`config.mk`:
```
export PLATFORM = sky130hd
export DESIGN_NAME = alu_mc
export DESIGN_NICKNAME = d
export VERILOG_FILES = /design/src/rtl/alu_pkg.sv /design/src/rtl/alu_muldiv_seq.sv /design/src/rtl/alu_mc.sv
export SDC_FILE = /design/constraint.sdc
export NUM_CORES = 1
export LEC_CHECK = 0
export BUFFER_PORTS_ARGS = -buffer_cell sky130_fd_sc_hd__buf_2
export CORE_MARGIN = 8
export CORE_UTILIZATION = 35
export CTS_CLUSTER_SIZE = 14
export DETAILED_ROUTE_END_ITERATION = 16
export GPL_ROUTABILITY_DRIVEN = 1
export SYNTH_ARGS = -nofsm -noshare
export SYNTH_HDL_FRONTEND = slang
export SYNTH_SLANG_ARGS = --single-unit
```
`constraint.sdc`:
```
create_clock -name clk -period 8 [get_ports clk]
set_input_delay 2.4 -clock clk [delete_from_list [all_inputs] [get_ports clk]]
set_output_delay 2.4 -clock clk [all_outputs]
set_load 0.1 [all_outputs]
```
`src/rtl/alu_pkg.sv`:
```
// alu_pkg: opcode encodings and controller state shared by the ALU and the control unit
package alu_pkg;
  localparam logic [3:0] ALU_ADD  = 4'b0000;
  localparam logic [3:0] ALU_SUB  = 4'b0001;
  localparam logic [3:0] ALU_AND  = 4'b0010;
  localparam logic [3:0] ALU_OR   = 4'b0011;
  localparam logic [3:0] ALU_XOR  = 4'b0100;
  localparam logic [3:0] ALU_NOR  = 4'b0101;
  localparam logic [3:0] ALU_SLT  = 4'b0110;
  localparam logic [3:0] ALU_SLTU = 4'b0111;
  localparam logic [3:0] ALU_SLL  = 4'b1000;
  localparam logic [3:0] ALU_SRL  = 4'b1001;
  localparam logic [3:0] ALU_SRA  = 4'b1010;
  localparam logic [3:0] ALU_MULU = 4'b1011;
  localparam logic [3:0] ALU_DIVU = 4'b1100;
  typedef enum logic {IDLE, RUN} state_t;
endpackage

```
`src/rtl/alu_muldiv_seq.sv`:
```
// alu_muldiv_seq: iterative unsigned shift-add multiply / restoring divide, one bit per clock
module alu_muldiv_seq #(
  parameter int WIDTH = 32
) (
  input  logic             clk,
  input  logic             rst,
  input  logic             go,
  input  logic             is_div,
  input  logic [WIDTH-1:0] a,
  input  logic [WIDTH-1:0] b,
  output logic             busy,
  output logic             done,
  output logic [WIDTH-1:0] lo,
  output logic [WIDTH-1:0] hi
);
  localparam int CW = $clog2(WIDTH) + 1;
  logic [CW-1:0] cnt;
  logic div_r, ge;
  logic [WIDTH-1:0] hr, lr, dr;
  logic [WIDTH:0] s, t;
  assign busy = cnt != '0;
  assign done = cnt == CW'(1);
  // lo/hi are the register values after the current iteration, so the final step is visible as done rises
  always_comb begin
    s = {1'b0, hr} + (lr[0] ? {1'b0, dr} : '0);
    t = {hr, lr[WIDTH-1]};
    ge = t >= {1'b0, dr};
    lo = div_r ? {lr[WIDTH-2:0], ge} : {s[0], lr[WIDTH-1:1]};
    hi = div_r ? (ge ? WIDTH'(t - {1'b0, dr}) : t[WIDTH-1:0]) : s[WIDTH:1];
  end
  always_ff @(posedge clk or posedge rst) begin
    if (rst) begin
      cnt <= '0;
      div_r <= 1'b0;
      hr <= '0;
      lr <= '0;
      dr <= '0;
    end else if (go) begin
      cnt <= CW'(WIDTH);
      div_r <= is_div;
      hr <= '0;
      lr <= a;
      dr <= b;
    end else if (busy) begin
      cnt <= cnt - CW'(1);
      hr <= hi;
      lr <= lo;
    end
  end
endmodule

```
`src/rtl/alu_mc.sv`:
```
// alu_mc: registered multi-cycle ALU with start/done handshake and iterative MULU/DIVU
module alu_mc
  import alu_pkg::*;
#(
  parameter int WIDTH = 32
) (
  input  logic             clk,
  input  logic             rst,
  input  logic             start,
  input  logic [3:0]       aluctr,
  input  logic [WIDTH-1:0] busa,
  input  logic [WIDTH-1:0] busb,
  output logic             busy,
  output logic             done,
  output logic [WIDTH-1:0] result,
  output logic [WIDTH-1:0] result_hi,
  output logic             zero,
  output logic             overflow
);
  localparam int SHW = $clog2(WIDTH);
  state_t state, nstate;
  logic is_md, go, fin, md_busy, md_done, ovf;
  logic [SHW-1:0] sh;
  logic [WIDTH-1:0] sum, dif, res, md_lo, md_hi;
  logic [WIDTH:0] slt, sltu;
  alu_muldiv_seq #(.WIDTH(WIDTH)) u_md (
    .clk(clk), .rst(rst), .go(go), .is_div(aluctr == ALU_DIVU),
    .a(busa), .b(busb), .busy(md_busy), .done(md_done), .lo(md_lo), .hi(md_hi)
  );
  assign busy = (state == RUN) && md_busy;
  always_comb begin
    sh = busb[SHW-1:0];
    sum = busa + busb;
    dif = busa - busb;
    slt = {busa[WIDTH-1], busa} - {busb[WIDTH-1], busb};
    sltu = {1'b0, busa} - {1'b0, busb};
    res = '0;
    ovf = 1'b0;
    case (aluctr)
      ALU_ADD: begin
        res = sum;
        ovf = (busa[WIDTH-1] == busb[WIDTH-1]) && (sum[WIDTH-1] != busa[WIDTH-1]);
      end
      ALU_SUB: begin
        res = dif;
        ovf = (busa[WIDTH-1] != busb[WIDTH-1]) && (dif[WIDTH-1] != busa[WIDTH-1]);
      end
      ALU_AND:  res = busa & busb;
      ALU_OR:   res = busa | busb;
      ALU_XOR:  res = busa ^ busb;
      ALU_NOR:  res = ~(busa | busb);
      ALU_SLT:  res = WIDTH'(slt[WIDTH]);
      ALU_SLTU: res = WIDTH'(sltu[WIDTH]);
      ALU_SLL:  res = busa << sh;
      ALU_SRL:  res = busa >> sh;
      ALU_SRA:  res = $signed(busa) >>> sh;
      default:  res = '0;
    endcase
  end
  always_comb begin
    is_md = (aluctr == ALU_MULU) || (aluctr == ALU_DIVU);
    go = (state == IDLE) && start && is_md;
    fin = (state == RUN) && md_done;
    nstate = go ? RUN : fin ? IDLE : state;
  end
  always_ff @(posedge clk or posedge rst) begin
    if (rst) state <= IDLE;
    else state <= nstate;
  end
  always_ff @(posedge clk or posedge rst) begin
    if (rst) begin
      done <= 1'b0;
      result <= '0;
      result_hi <= '0;
      zero <= 1'b1;
      overflow <= 1'b0;
    end else begin
      done <= 1'b0;
      if ((state == IDLE) && start && !is_md) begin
        done <= 1'b1;
        result <= res;
        result_hi <= '0;
        zero <= res == '0;
        overflow <= ovf;
      end else if (fin) begin
        done <= 1'b1;
        result <= md_lo;
        result_hi <= md_hi;
        zero <= md_lo == '0;
        overflow <= 1'b0;
      end
    end
  end
endmodule

```
==> summary.txt <==
Status
  • Status: complete, no violations

Cells and area
  • Most common cell after layout, fill and taps aside: nand2_1
  • Antenna Cells: 0
  • Reg area: 4280 sq um
  • Commonest non-fill, non-tap cells in the layout: nand2_1 (288), nor2_1 (210), a21oi_1 (208)
  • Post-route cell area: 23,500 sq um
  • Area Growth Syn to Fin: 8.16%
  • Area of the multi-input gates: 16,000 sq um
  • Layout cells sized above 1: 0.125
  • Fillcell total: 6,468
  • Number of nets in the layout: 3,036

Detailed routing
  • Drt pass-1 iters: 6
  • Initial DRC Count: 2,824
  • Via density: 6.32
  • Total wire length: 96.2 mm
  • Final ANT Viol Nets: 0
  • Detailed-route via count: 22,697
  • DRC violations left: 0
  • Wire per inst: 26.8 microns

Placement
  • Worst slack at placement: 1.36 ns
  • Placed Instance Area: 22,900 sq um
  • I/O Buffers: 138
  • DP Wirelength: 74.3 mm
  • RD Place Congestion: 1.01

Timing
  • Setup TNS: 0 ns
  • Slew @ Worst Pin: 1.14 ns
  • Max frequency: 0.159 GHz
  • Max-slew headroom: 0.237
  • RSZ-0062 raised after global routing: false
  • Tmin final: 6.30 ns
  • Final Hold Fails: 0
  • Min setup slack post-route: 1.70 ns
  • Final setup viols: 0
  • Final Slew Violations: 0
  • Clock skew: 0.0146 ns
  • Fin crit share: 0.787

Clock network
  • Largest buffer count on any clock path: 2
  • Worst-Skew Late Latency: 0.46 ns
  • Post-CTS Repair Setup Buffers: 0
  • CTS sink count: 171
  • Root Driver: clkbuf_16
  • CTS tree: done
  • Htree depth: 4
  • Post_cts resized: 0
  • # hold bufs at CTS: 0
  • CTS buffer count: 17
  • Clk slew on worst S/H paths: 0.07 ns

Die
  • Num rows: 91
  • Core footprint: 61,500 sq um
  • # IOs: 139
  • Die area: 70,300 sq um
  • Die Height: 265 microns
  • Horiz. Die Dim: 265 microns
  • Initial core utilization: 0.353

Critical path
  • Critical path's top delay family: compound AO/OA/AOI/OAI gates
  • CP dominant cell by count: buf_4
  • WS Path Type: input port to flop
  • Crit-path cells: buf_4 > buf_4 > mux2_2 > a21oi_1 > o22ai_1 > a221oi_2 > mux2i_1 > a2111oi_0 > and3_1 > nand4_1 > and4bb_1 > o2111ai_1 > o22ai_2
  • R2r setup slk: 3.70 ns
  • Required time worst endpoint: 8.38 ns
  • Crit-path max cell delay: 0.78 ns
  • Worst-path cell with the longest stage delay: a2111oi_0
  • FF-to-FF Start: u_md.hr[16]
  • CP endpoint kind: flop
  • Worst R2R Path Depth: 13
  • WP depth: 13
  • Critical Path Start: busb[1]
  • Crit path to: zero
  • CP Data Arrival Time: 6.68 ns
  • Critical path launch point type: input port
  • WP buf/inv: 2
  • Largest fanout on the critical path: 41
  • Critical R2R Capture: u_md.hr[1]

Yosys
  • Ys Warns: 0
  • Post-synthesis async set-or-reset flop share: 1.00
  • Share of the synthesized area in the top cell type: 0.196
  • Synth Area per Inst: 7.79 sq um
  • Ys flop type: dfrtp_1
  • Gate Count Post-Synth: 2,788
  • Leading area contributor after synthesis: dfrtp_1
  • Sequential area share after synthesis: 0.197
  • Yosys cell types: 96
  • Cell Area, Synth: 21,700 sq um
  • Syn_nets: 3,034
  • Synthesis-stage register bit count: 171
  • Largest cells by area after synthesis: dfrtp_1 (20%), ha_1 (9.9%), mux2i_1 (5.4%), mux4_2 (5.3%), nand2_1 (5.0%)
  • EDFF count, synth: 0

Global route
  • GR Layer Usage met3: 0.0441
  • Vias in the first global route: 21,668
  • M1 GR Usage: 0.355
  • Largest net degree at the start of global routing: 106
  • First-pass GRT wire length: 143 mm
  • Grt met2 use: 0.417
  • Initial antenna violation count: 1
  • Busiest grt layer: met2
  • GRT Resource Usage Total: 0.264
  • GRT overflow: 0

Pwr
  • Worst VDD drop: 0.223 mV
  • Power Density: 376 nW/um^2
  • Leakage: 10.2 nW

Run
  • Maxcap violations: 0

Min path
  • Hold path start: result_hi[25]
  • Hold Crit Class: flop to flop
## per-stage QoR
| stage | std cells | hold slack (ns) | power, mW | utilization |
|---|---|---|---|---|
| 2_1_floorplan | 2788 | 0.470 | 6.46 | - |
| 3_3_place_gp | 3561 | 0.461 | 7.92 | 0.373 |
| 3_5_place_dp | 3561 | 0.467 | 7.94 | 0.373 |
| 4_1_cts | 3593 | 0.484 | 8.80 | 0.382 |
| 5_1_grt | 3593 | 0.518 | 9.48 | 0.382 |
| 6_report | 3593 | 0.477 | 8.84 | 0.382 |
## synthesized netlist by cell type (all sizes together), types with 43 or more instances
cell	instances
clkbuf	129
and2	43
nand2	289
mux4	54
xnor2	50
inv	152
buf	72
a21o	55
mux2i	117
dfrtp	170
o211ai	79
ha	171
nor3	72
nor2	211
a21oi	209
o21ai	188
nand3	109
## worst min-delay path, cell delays in order (launching register included)
cell	delay, ns
dfrtp_1	0.34
nand2_1	0.04
o21ai_0	0.06
## power by group
part	total [mW]	internal [mW]	switching (mW)
Clock	0.836	0.424	0.412
Combinational	6.34	2.17	4.18
Sequential	1.66	1.29	0.372
Total	8.84	3.88	4.96
## logic make-up (layout without fill, tap and decap cells)
group           count (synthesis)  after routing  share of synthesized area
buf+inv                       355            370                     0.0694
mux                           195            195                      0.123
simple gates                  924            924                      0.202
compound gates                900            900                      0.279
fa+ha+maj                     175            175                      0.102
xor+xnor                       68             68                     0.0274
flops                         171            171                      0.197
## flip-flops by register name, indices dropped and copies added, names as in the netlist
register,cells
u_md.dr,32
result_hi,32
zero,1
u_md.lr,32
done,1
u_md.div_r,1
u_md.hr,32
overflow,1
state,1
u_md.cnt,6
result,32
## area by class of cell
cell class / count / share of cell area
Clock buffer: 18 / 0.0187
Clock inverter: 14 / 0.00591
Inverter: 154 / 0.0249
Multi-Input combinational cell: 2262 / 0.681
Sequential cell: 171 / 0.182
Tap cell: 790 / 0.0421
Timing Repair Buffer: 184 / 0.0444
## worst min-delay path by stage
stage,endpoint,cells after the start
after floorplan,u_md.dr[0],2
after global placement,result_hi[25],2
after detailed placement,result_hi[25],2
after CTS,result_hi[25],2
after global routing,result_hi[20],2
final,result_hi[25],2
## metal layers
| metal | vias to the layer above | part of all wire |
|---|---|---|
| li1 | 10400 | - |
| met1 | 10922 | 0.43 |
| met2 | 1164 | 0.45 |
| met3 | 209 | 0.085 |
| met4 | 2 | 0.043 |
| met5 | - | 0.00014 |
Note: power is estimated with default switching activity, not from simulation.
